===== src/rtl/conv_pkg.sv =====
// Shared types and constants for the convolution datapath BRAM stream readers.
package conv_pkg;

  typedef enum logic [1:0] {
    IDLE,
    READ,
    DRAIN,
    DONE
  } reader_state_t;

  localparam int READER_FIFO_DEPTH = 2;

endpackage


===== src/rtl/stream_skid_fifo.sv =====
// Two-entry FIFO that absorbs BRAM read data while the stream consumer stalls.
module stream_skid_fifo
  import conv_pkg::*;
#(
  parameter int WIDTH = 33
) (
  input  logic             clock,
  input  logic             reset,
  input  logic             i_push,
  input  logic [WIDTH-1:0] i_data,
  input  logic             i_pop,
  output logic [WIDTH-1:0] o_data,
  output logic             o_valid,
  output logic [1:0]       o_count
);

  logic [WIDTH-1:0] r_mem [READER_FIFO_DEPTH];
  logic             r_wrPtr;
  logic             r_rdPtr;
  logic [1:0]       r_count;

  // Entries are cleared on reset so the head reads as zero when empty.
  always_ff @(posedge clock or posedge reset) begin
    if (reset) begin
      r_mem[0] <= '0;
      r_mem[1] <= '0;
      r_wrPtr  <= 1'b0;
      r_rdPtr  <= 1'b0;
      r_count  <= 2'd0;
    end else begin
      if (i_push) begin
        r_mem[r_wrPtr] <= i_data;
        r_wrPtr        <= ~r_wrPtr;
      end
      if (i_pop) begin
        r_rdPtr <= ~r_rdPtr;
      end
      r_count <= r_count + {1'b0, i_push} - {1'b0, i_pop};
    end
  end

  assign o_data  = r_mem[r_rdPtr];
  assign o_valid = (r_count != 2'd0);
  assign o_count = r_count;

endmodule


===== src/rtl/bram_stream_reader.sv =====
// Walks an address range of one BRAM and presents the read data as a valid/ready stream.
// Optional BRAM_READER_STRIDE_EN adds a 'stride' input; otherwise addresses step by one.
module bram_stream_reader
  import conv_pkg::*;
#(
  parameter int RAM_WIDTH     = 32,
  parameter int RAM_ADDR_BITS = 9
) (
  input  logic                        clock,
  input  logic                        reset,
  input  logic                        start,
  input  logic [RAM_ADDR_BITS-1:0]    base_address,
  input  logic [RAM_ADDR_BITS:0]      length,
`ifdef BRAM_READER_STRIDE_EN
  input  logic [RAM_ADDR_BITS-1:0]    stride,
`endif
  output logic                        busy,
  output logic                        done,
  output logic                        ram_enable,
  output logic                        write_enable,
  output logic [RAM_ADDR_BITS-1:0]    address,
  input  logic signed [RAM_WIDTH-1:0] ram_data,
  output logic signed [RAM_WIDTH-1:0] m_data,
  output logic                        m_valid,
  input  logic                        m_ready,
  output logic                        m_last
);

  localparam logic [RAM_ADDR_BITS:0]   LEN_ONE  = 1;
  localparam logic [RAM_ADDR_BITS:0]   LEN_ZERO = 0;
  localparam logic [RAM_ADDR_BITS-1:0] ADDR_ONE = 1;

  reader_state_t              r_state;
  logic [RAM_ADDR_BITS-1:0]   r_addr;
  logic [RAM_ADDR_BITS:0]     r_length;
  logic [RAM_ADDR_BITS:0]     r_issued;
  logic                       r_pending;
  logic                       r_pendingLast;
  logic                       r_busy;
  logic                       r_done;

  logic [RAM_ADDR_BITS-1:0]   w_step;
  logic [RAM_WIDTH:0]         w_head;
  logic                       w_headLast;
  logic                       w_valid;
  logic [1:0]                 w_count;
  logic                       w_pop;
  logic                       w_credit;
  logic                       w_issue;
  logic                       w_issueLast;

`ifdef BRAM_READER_STRIDE_EN
  logic [RAM_ADDR_BITS-1:0]   r_stride;

  always_ff @(posedge clock or posedge reset) begin
    if (reset) begin
      r_stride <= '0;
    end else if (r_state == IDLE && start) begin
      r_stride <= stride;
    end
  end

  assign w_step = r_stride;
`else
  assign w_step = ADDR_ONE;
`endif

  // Credit counts the buffered words plus the one still inside the BRAM, net of
  // this cycle's pop, so a new issue can never land in a full buffer.
  assign w_pop       = w_valid & m_ready;
  assign w_credit    = (({1'b0, w_count} + {2'b00, r_pending}) - {2'b00, w_pop}) < 3'd2;
  assign w_issue     = (r_state == READ) && (r_issued != r_length) && w_credit;
  assign w_issueLast = ((r_issued + LEN_ONE) == r_length);

  always_ff @(posedge clock or posedge reset) begin
    if (reset) begin
      r_state       <= IDLE;
      r_addr        <= '0;
      r_length      <= '0;
      r_issued      <= '0;
      r_pending     <= 1'b0;
      r_pendingLast <= 1'b0;
      r_busy        <= 1'b0;
      r_done        <= 1'b0;
    end else begin
      r_pending     <= w_issue;
      r_pendingLast <= w_issue & w_issueLast;
      r_done        <= 1'b0;
      case (r_state)
        IDLE: begin
          if (start) begin
            r_addr   <= base_address;
            r_length <= length;
            r_issued <= '0;
            if (length == LEN_ZERO) begin
              r_state <= DONE;
              r_done  <= 1'b1;
            end else begin
              r_state <= READ;
              r_busy  <= 1'b1;
            end
          end
        end
        READ: begin
          if (w_issue) begin
            r_addr   <= r_addr + w_step;
            r_issued <= r_issued + LEN_ONE;
            if (w_issueLast) begin
              r_state <= DRAIN;
            end
          end
        end
        DRAIN: begin
          if (w_pop && w_headLast) begin
            r_state <= DONE;
            r_done  <= 1'b1;
            r_busy  <= 1'b0;
          end
        end
        DONE: begin
          r_state <= IDLE;
        end
        default: begin
          r_state <= IDLE;
        end
      endcase
    end
  end

  stream_skid_fifo #(
    .WIDTH (RAM_WIDTH + 1)
  ) u_fifo (
    .clock   (clock),
    .reset   (reset),
    .i_push  (r_pending),
    .i_data  ({r_pendingLast, ram_data}),
    .i_pop   (w_pop),
    .o_data  (w_head),
    .o_valid (w_valid),
    .o_count (w_count)
  );

  assign w_headLast   = w_head[RAM_WIDTH];
  assign m_data       = w_head[RAM_WIDTH-1:0];
  assign m_valid      = w_valid;
  assign m_last       = w_valid & w_headLast;
  assign ram_enable   = w_issue;
  assign address      = r_addr;
  assign write_enable = 1'b0;
  assign busy         = r_busy;
  assign done         = r_done;

endmodule


===== config.mk =====
export PLATFORM = sky130hd
export DESIGN_NAME = bram_stream_reader
export DESIGN_NICKNAME = d
export VERILOG_FILES = /design/src/rtl/conv_pkg.sv /design/src/rtl/stream_skid_fifo.sv /design/src/rtl/bram_stream_reader.sv
export SDC_FILE = /design/constraint.sdc
export NUM_CORES = 1
export LEC_CHECK = 0
export CORE_MARGIN = 5
export CORE_UTILIZATION = 30
export CTS_CLUSTER_SIZE = 30
export DETAILED_ROUTE_END_ITERATION = 8
export GPL_ROUTABILITY_DRIVEN = 0
export SYNTH_ARGS = -nofsm -noshare
export SYNTH_HDL_FRONTEND = slang
export SYNTH_SLANG_ARGS = --single-unit

===== constraint.sdc =====
create_clock -name clock -period 3 [get_ports clock]
set_input_delay 0.3 -clock clock [delete_from_list [all_inputs] [get_ports clock]]
set_output_delay 0.3 -clock clock [all_outputs]
set_load 0.005 [all_outputs]

==> metrics.cfg, run 1 <==
[power]
ir_drop_mv=0.377
p_per_area_nw_per_um2=1050
p_leak_nw=2.83

[critical_path]
endpoint_kind=primary output
r2r_slack_ps=190
worstPathRequired_ps=2700
cp_num_cells=12
critical_path_class=reg2out
cp_top_family=adder cells
crit_slowest_cell=fa_2
startpoint_type=flip-flop
crit_path_cell_trace=inv_2, nand2_1, nand2_1, inv_1, ha_1, inv_1, ha_2, fa_2, nand2b_4, nor3_2, buf_4, clkdlybuf4s15_2
cp_num_buf_inv=5
cp_max_fo=4
critPathArrivalTime_ps=2560
r2r_cells=13
slowest_delay_ps=440

[placement]
hpwl_mm=8.78
port_buffers=100
post-place-ws_ps=-188
placed_cells=744

[cells_and_area]
layout_commonest_cell=mux2_2
area_growth_pct=33.0
final_nets=602
antennaDiodeCount=0
final_cell_mix=mux2_2, dfrtp_1, clkdlybuf4s50_1
fin_cells=764
drive_above_1_share_pct=30.3

[status]
outcome=completed

[synth]
synth.avg_cell_area_um2=12.0
syn_nets=491
synth_cells=428
synth_compound_area_share_pct=8.80
ys_types=51
syn_area_um2=5150
synthXorXnorAreaFrac_pct=2.55
synth_seq_cells=105
synth_edf_count=0
yosysWarnings=0
synth-simple-area-share_pct=7.95
synthMuxAreaShare_pct=24.8
synth_top_family_by_area=multiplexers
ys_seq_area_share_pct=51.0
synth_fa_ha_area_share_pct=2.09
async_reset_ff_share_pct=100
synthFlopType=dfrtp_1

[routing]
vias=3734
drcViolationCount=0
wl_per_cell_um=16.0
routed_wl_mm=12.2
via_per_inst=4.89
firstDrtPassIters=4
drt_iter0_drc=186
ant_nets=0

[floorplan]
core-area_um2=16700
die_w_um=141
die_y_um=141
io_pins=102
row_count=47
die_area_um2=19900
initial_core_util_pct=30.8

[job]
cap_viol_max_count=0

[global_routing]
grt_max_degree=44
antenna_found_initial=0
grtUsageTotal_pct=12.3
overflow=0
grt_first_pass_wirelength_mm=19.7
grt_pass1_vias=3957

[cts]
cts_sinks=105
cts_buffers=9
cts_tree=done
cts-htree-levels=3
clk_pin_slew_ps=70
clock_latency_ps=360
ctsLongestPathBuffers=2
cts-root-buf=clkbuf_16
ctsHoldBuffers=0

[timing]
setup_viol=0
finClkSkew_ps=9.11
slew_headroom_pct=44.1
fmax_mhz=350
slew_violations=0
rsz0062_at_grt=false
hold_viol_final=0
fin_crit_sh_pct=95.2
hold_slack_ps=457
worst_pin_slew_ps=836
finalCriticalPeriod_ps=2860
worst_slack_ps=144

[min_path]
hold_path.class=in2async

==> timing repair <==
action                                  CTS  global route
pin swaps                                 2             4
setup buffers                             3             1
hold endpoints to repair                  0             0
endpoints found under the setup margin    3            16
gates resized for setup                   9             6
==> metrics by stage <==
step           TNS (ps)  area, um2  power [mW]  util, %
6_report              0       6850        7.17     41.0
5_1_grt               0       6850        7.67     41.0
3_3_place_gp      -1260       6490        5.91     38.9
3_5_place_dp      -1910       6490        6.01     38.9
4_1_cts               0       6820        7.25     40.8
2_1_floorplan         0       5150        4.46        -
==> worst reg2reg max path: stages, from the launching register on <==
cell	delay (ps)
dfrtp_1	400
inv_2	60
nand2_1	60
nand2_1	80
inv_1	40
ha_1	270
inv_1	60
ha_2	170
fa_2	440
nand2b_4	170
a21o_1	230
a211o_4	370
o21ai_0	230
o41ai_2	100
==> routing by layer <==
metal	global-route usage [%]	up-vias	share of wire [%]
met5	0	-	0
met4	3.57	0	1.1
met3	3.52	9	5.1
met2	21.1	94	51
met1	15.1	1862	43
li1	-	1769	-
==> final timing paths <==
check / startpoint / end
max: u_fifo.o_count[1] / ram_enable
min: reset / r_pending
max reg2reg: u_fifo.o_count[1] / r_issued[7]
min reg2reg: u_fifo.r_mem[15] / u_fifo.r_mem[15]
max in group asynchronous: reset / u_fifo.r_mem[54]
min in group clock: u_fifo.r_mem[15] / u_fifo.r_mem[15]
==> flip-flops by register name, summed over array words and instances (netlist names) <==
signal          cells
u_fifo.r_wrPtr      1
address             9
r_pending           1
busy                1
u_fifo.r_rdPtr      1
r_issued           10
u_fifo.o_count      2
r_pendingLast       1
r_length           10
r_state             2
u_fifo.r_mem       66
done                1
==> kinds of logic after synthesis <==
| kind of cell | Yosys count |
|---|---|
| compound gates | 69 |
| xor+xnor | 15 |
| fa+ha+maj | 8 |
| buf+inv | 35 |
| flops | 105 |
| mux | 114 |
| other cells | 1 |
| simple gates | 81 |
==> cell usage after synthesis (6+ instances only) <==
master | n | share of area (%)
o21ai_0 | 17 | 1.7
mux2i_1 | 6 | 1.2
nand2b_1 | 6 | 0.73
nand3_1 | 11 | 1.1
ha_1 | 7 | 1.7
mux2_2 | 108 | 24
a21oi_1 | 17 | 1.7
nor2_1 | 18 | 1.3
nand4_1 | 7 | 0.85
xor2_1 | 12 | 2.0
dfrtp_1 | 105 | 51
clkbuf_1 | 11 | 0.80
nand2_1 | 18 | 1.3
inv_1 | 13 | 0.95
buf_1 | 6 | 0.44
==> where the power goes <==
part / internal (mW) / leakage (nW) / total [mW] / switching, mW
clock network: 0.574 / 0.130 / 1.12 / 0.545
registers: 2.05 / 1.27 / 2.47 / 0.418
logic: 2.15 / 1.43 / 3.58 / 1.44
==> layout make-up <==
cell class                 instances  area (um2)
tap                              220         275
multi-input combinational        288        2440
clock buffer                      10         229
clock inverter                     6        50.0
fill                            1582        9850
timing repair buffer             121        1170
inverter                          14        56.3
sequential                       105        2630
Power figures use the tool's default switching activity.
==> run 2: changes to the inputs <==
--- a/config.mk
+++ b/config.mk
@@ -5,11 +5,14 @@
 export SDC_FILE = /design/constraint.sdc
 export NUM_CORES = 1
 export LEC_CHECK = 0
+export CELL_PAD_IN_SITES_DETAIL_PLACEMENT = 0
+export CELL_PAD_IN_SITES_GLOBAL_PLACEMENT = 2
 export CORE_MARGIN = 5
 export CORE_UTILIZATION = 30
 export CTS_CLUSTER_SIZE = 30
 export DETAILED_ROUTE_END_ITERATION = 8
 export GPL_ROUTABILITY_DRIVEN = 0
+export PLACE_DENSITY_LB_ADDON = 0.1
 export SYNTH_ARGS = -nofsm -noshare
 export SYNTH_HDL_FRONTEND = slang
 export SYNTH_SLANG_ARGS = --single-unit
==> constraint.sdc (replaced) <==
create_clock -name clock -period 3.6 [get_ports clock]
set_input_delay 0.36 -clock clock [delete_from_list [all_inputs] [get_ports clock]]
set_output_delay 0.36 -clock clock [all_outputs]
set_load 0.005 [all_outputs]
==> metrics.cfg, run 2 (synthesized netlist as in run 1, its figures left out) <==
[critical_path]
crit_path_cell_trace=inv_2, nand2_1, nand2_2, inv_1, ha_1, inv_1, ha_1, fa_1, xor2_2, nand2b_4, nor3_1, buf_4, clkdlybuf4s50_1
critical_path_class=reg2out
cp_max_fo=4
startpoint_type=flip-flop
r2r_slack_ps=600
crit_slowest_cell=clkdlybuf4s50_1
slowest_delay_ps=500
worstSetupEndpoint=ram_enable
cp-startpoint=u_fifo.o_count[1]
r2r_cells=14
endpoint_kind=primary output
timing.rr.start=u_fifo.o_count[1]
r2r_end=r_issued[3]
critPathArrivalTime_ps=3040
worstPathRequired_ps=3240

[cells_and_area]
area_growth_pct=30.6
antennaDiodeCount=0
reg_top3=u_fifo.r_mem (66), r_issued (10), r_length (10)
largest_reg_flops=66
final_nets=588
fin_cells=750
nFillCells=1627
drive_above_1_share_pct=27.4
final_cell_mix=mux2_2, dfrtp_1, clkdlybuf4s50_1
top_register=u_fifo.r_mem
final-seq-area_um2=2630
fin_util_pct=40.2
multi_input_area_um2=2410
design_area_um2=6720
layout_commonest_cell=mux2_2

[routing]
drcViolationCount=0
wl_per_cell_um=17.1
firstDrtPassIters=4
drt_iter0_drc=143
vias=3621
routed_wl_mm=12.8
via_per_inst=4.83
ant_nets=0

[timing]
fin_crit_sh_pct=94.4
finalCriticalPeriod_ps=3400
fmax_mhz=294
finClkSkew_ps=6.34
slew_headroom_pct=27.7
setup_viol=0
slew_violations=0
worst_pin_slew_ps=1080
hold_viol_final=0

[status]
outcome=completed

[floorplan]
row_count=47
initial_core_util_pct=30.8
die_area_um2=19900
core-area_um2=16700
io_pins=102
die_w_um=141
die_y_um=141

[placement]
port_buffers=100
hpwl_mm=9.09
placed_cells=733
dpl_cell_area_um2=6400

[power]
ir_drop_mv=0.261
p_leak_nw=2.77
p_per_area_nw_per_um2=870

[cts]
cts-root-buf=clkbuf_16
ctsHoldBuffers=0
clk_pin_slew_ps=80
cts_buffers=9
cts-htree-levels=3
clock_latency_ps=350
cts_sinks=105
cts_tree=done
ctsLongestPathBuffers=2

[global_routing]
grt_pass1_vias=3826
grtUsageTotal_pct=13.2
grt_max_degree=94
antenna_found_initial=0
grt_first_pass_wirelength_mm=20.7
overflow=0

[min_path]
hold_path.class=in2async

[job]
cap_viol_max_count=0

## run 2: cell types whose count changed in the layout (fill, tap and decap cells not counted), sizes merged
cell           before  now
buf                21    7
clkdlybuf4s50      99  100
clkdlybuf4s15       1    0
clkinv              2    3
clkinvlp            3    2
## run 2: worst min-delay path by stage
| stage | end | start | slack, ps | cells past startpoint |
|---|---|---|---|---|
| floorplan | u_fifo.r_wrPtr | u_fifo.r_wrPtr | 460 | 1 |
| global placement | u_fifo.r_mem[17] | u_fifo.r_mem[17] | 480 | 1 |
| detailed placement | u_fifo.r_mem[30] | u_fifo.r_mem[30] | 490 | 1 |
| CTS | u_fifo.r_mem[35] | reset | 250 | 2 |
| global route | u_fifo.r_mem[35] | reset | 260 | 2 |
| finish | u_fifo.r_mem[2] | reset | 260 | 2 |
## run 2: critical path, delay by kind of cell, from the launching register on
kind | cells | cell delay, ps
xor gates and xnor gates | 1 | 190
adders and majority gates | 3 | 850
and+or+nand+nor | 4 | 420
buffers and inverters | 5 | 820
DFF | 1 | 420
## run 2: report_power, final
group	switching, mW	internal, mW
clock network	0.464	0.498
logic	1.18	1.67
registers	0.327	1.71
total	1.97	3.87
## run 2: final cells by class
class | count | area share, %
sequential | 105 | 39.1
multi-input combinational | 288 | 35.8
timing repair buffer | 107 | 15.9
tap | 220 | 4.10
clock buffer | 10 | 3.56
inverter | 14 | 0.819
clock inverter | 6 | 0.763
## run 2: routing by layer
layer,vias to the layer above,track usage (%),routed length [um]
met5,-,0,0
met4,0,3.82,104
met3,7,3.32,515
met2,69,21.8,6220
met1,1799,17.4,6000
li1,1746,-,-
## run 2: repair_timing
action                                  4_1_cts  5_1_grt
gates resized for setup                       0        5
setup buffers                                 0        1
endpoints found under the setup margin        0        1
## run 2: per-stage QoR
step	setup TNS [ps]	setup WS [ps]	total power, mW	hold slack, ps
2_1_floorplan	0	479	3.72	463
3_3_place_gp	0	312	4.86	481
3_5_place_dp	0	295	4.93	487
4_1_cts	0	53.9	5.93	250
5_1_grt	-23.3	-23.3	6.30	263
6_report	0	201	5.85	264
==> run 3: changes to the inputs <==
==> constraint.sdc (replaced) <==
create_clock -name clock -period 4.1 [get_ports clock]
set_input_delay 0.41 -clock clock [delete_from_list [all_inputs] [get_ports clock]]
set_output_delay 0.41 -clock clock [all_outputs]
set_load 0.005 [all_outputs]
==> metrics.cfg, run 3 (synthesized netlist as in run 1, its figures left out) <==
[power]
p_per_area_nw_per_um2=766
p_sw_mw=1.71
switching_share_pct=33.4
power.share.clock_pct=17.3
ir_drop_mv=0.250
power_frac_comb_pct=47.8
internal_power_mw=3.41
p_leak_nw=2.76
total_power_mw=5.12
sequentialPowerShare_pct=34.9

[cells_and_area]
final_cell_mix=mux2_2, dfrtp_1, clkdlybuf4s50_1
nFillCells=1647
design_area_um2=6690
reg_top3=u_fifo.r_mem (66), r_issued (10), r_length (10)
top_register=u_fifo.r_mem
fin_util_pct=40.1
final_nets=587
antennaDiodeCount=0
drive_above_1_share_pct=26.3
area_growth_pct=30.0
final-seq-area_um2=2630
largest_reg_flops=66
fin_cells=748
layout_commonest_cell=mux2_2
multi_input_area_um2=2390

[timing]
finalCriticalPeriod_ps=3690
slew_headroom_pct=28.1
rsz0062_at_grt=false
fmax_mhz=271
setup_viol=0
fin_crit_sh_pct=89.9
setup-tns-final_ps=0
finClkSkew_ps=9.06
slew_violations=0
worst_pin_slew_ps=1080
hold_viol_final=0

[status]
outcome=completed

[cts]
cts_tree=done
ctsLongestPathBuffers=2
postCtsSetupBuffers=0
cts-htree-levels=3
ctsHoldBuffers=0
clk_pin_slew_ps=80
post_cts_resized=0
clock_latency_ps=350
cts_sinks=105
cts-root-buf=clkbuf_16
cts_buffers=9

[critical_path]
cpMostUsedCell=inv_1
critical_path_class=reg2out
cp-startpoint=u_fifo.o_count[1]
critPathArrivalTime_ps=3280
timing.rr.start=u_fifo.o_count[1]
crit_path_cell_trace=inv_1, nand2_1, nand2_1, inv_1, ha_1, inv_1, ha_1, fa_1, nand2b_1, nor3_1, clkdlybuf4s50_1
endpoint_kind=primary output
crit_slowest_cell=clkdlybuf4s50_1
worstPathRequired_ps=3690
cp_num_buf_inv=4
cp_max_fo=4
startpoint_type=flip-flop
cp_top_family=adder cells
slowest_delay_ps=590

[global_routing]
grt_pass1_vias=3944
grtUsageTotal_pct=13.4
grt_max_degree=63
overflow=0
antenna_found_initial=0
grt_first_pass_wirelength_mm=21.0

[routing]
wl_per_cell_um=17.0
firstDrtPassIters=4
ant_nets=0
drt_iter0_drc=175
routed_wl_mm=12.7
drcViolationCount=0
vias=3661
via_per_inst=4.89

[placement]
dpl_cell_area_um2=6390
hpwl_mm=8.96
placed_cells=733
port_buffers=100

[job]
cap_viol_max_count=0

[floorplan]
io_pins=102
die_area_um2=19900
row_count=47
die_w_um=141
initial_core_util_pct=30.8
die_y_um=141
core-area_um2=16700

[min_path]
hold_path.class=reg2reg
min-delay-start=u_fifo.r_mem[20]

## run 3: cell type report
cell class	count	share of cell area [%]
inverters	14	0.823
multi-input cells	288	35.7
well taps	220	4.11
clock inverters	6	1.12
repair buffers	106	15.6
clock buffers	9	3.37
flip-flops and latches	105	39.3
## run 3: routing by layer
layer | up-vias | global-route usage, % | routed length, um
li1 | 1733 | - | -
met1 | 1833 | 17.5 | 5730
met2 | 81 | 22.1 | 6170
met3 | 14 | 2.47 | 557
met4 | 0 | 5.10 | 224
met5 | - | 0 | 0
## run 3: final timing paths
check	endpoint	slack, ps	cells after the start
max	ram_enable	410	11
min	u_fifo.r_mem[20]	500	1
max reg2reg	r_issued[7]	990	14
min reg2reg	u_fifo.r_mem[20]	500	1
max in group asynchronous	u_fifo.r_mem[52]	2710	3
min in group asynchronous	u_fifo.r_mem[2]	560	2
## run 3: worst reg2reg max path, cell delays in order, from the launching register on
cell and delay (ps):
dfrtp_1 390, inv_1 120, nand2_1 80, nand2_1 110
inv_1 50, ha_1 260, inv_1 40, ha_1 180
fa_1 460, nand2b_1 230, a21o_1 270, a211oi_4 170
buf_4 210, nand2_2 150, o41ai_1 280
## run 3: metrics by stage
step	setup WS, ps	hold WS (ps)
after CTS	334	504
after global placement	513	481
after detailed placement	530	487
after floorplan	929	463
after global routing	169	516
final	413	502
## run 3: power groups by stage
| stage | clock network, mW | logic [mW] | registers [mW] |
|---|---|---|---|
| 2_1_floorplan | 0 | 1.55 | 1.71 |
| 3_3_place_gp | 0 | 2.48 | 1.78 |
| 3_5_place_dp | 0 | 2.50 | 1.81 |
| 4_1_cts | 0.926 | 2.52 | 1.79 |
| 5_1_grt | 0.957 | 2.71 | 1.85 |
| 6_report | 0.888 | 2.45 | 1.79 |
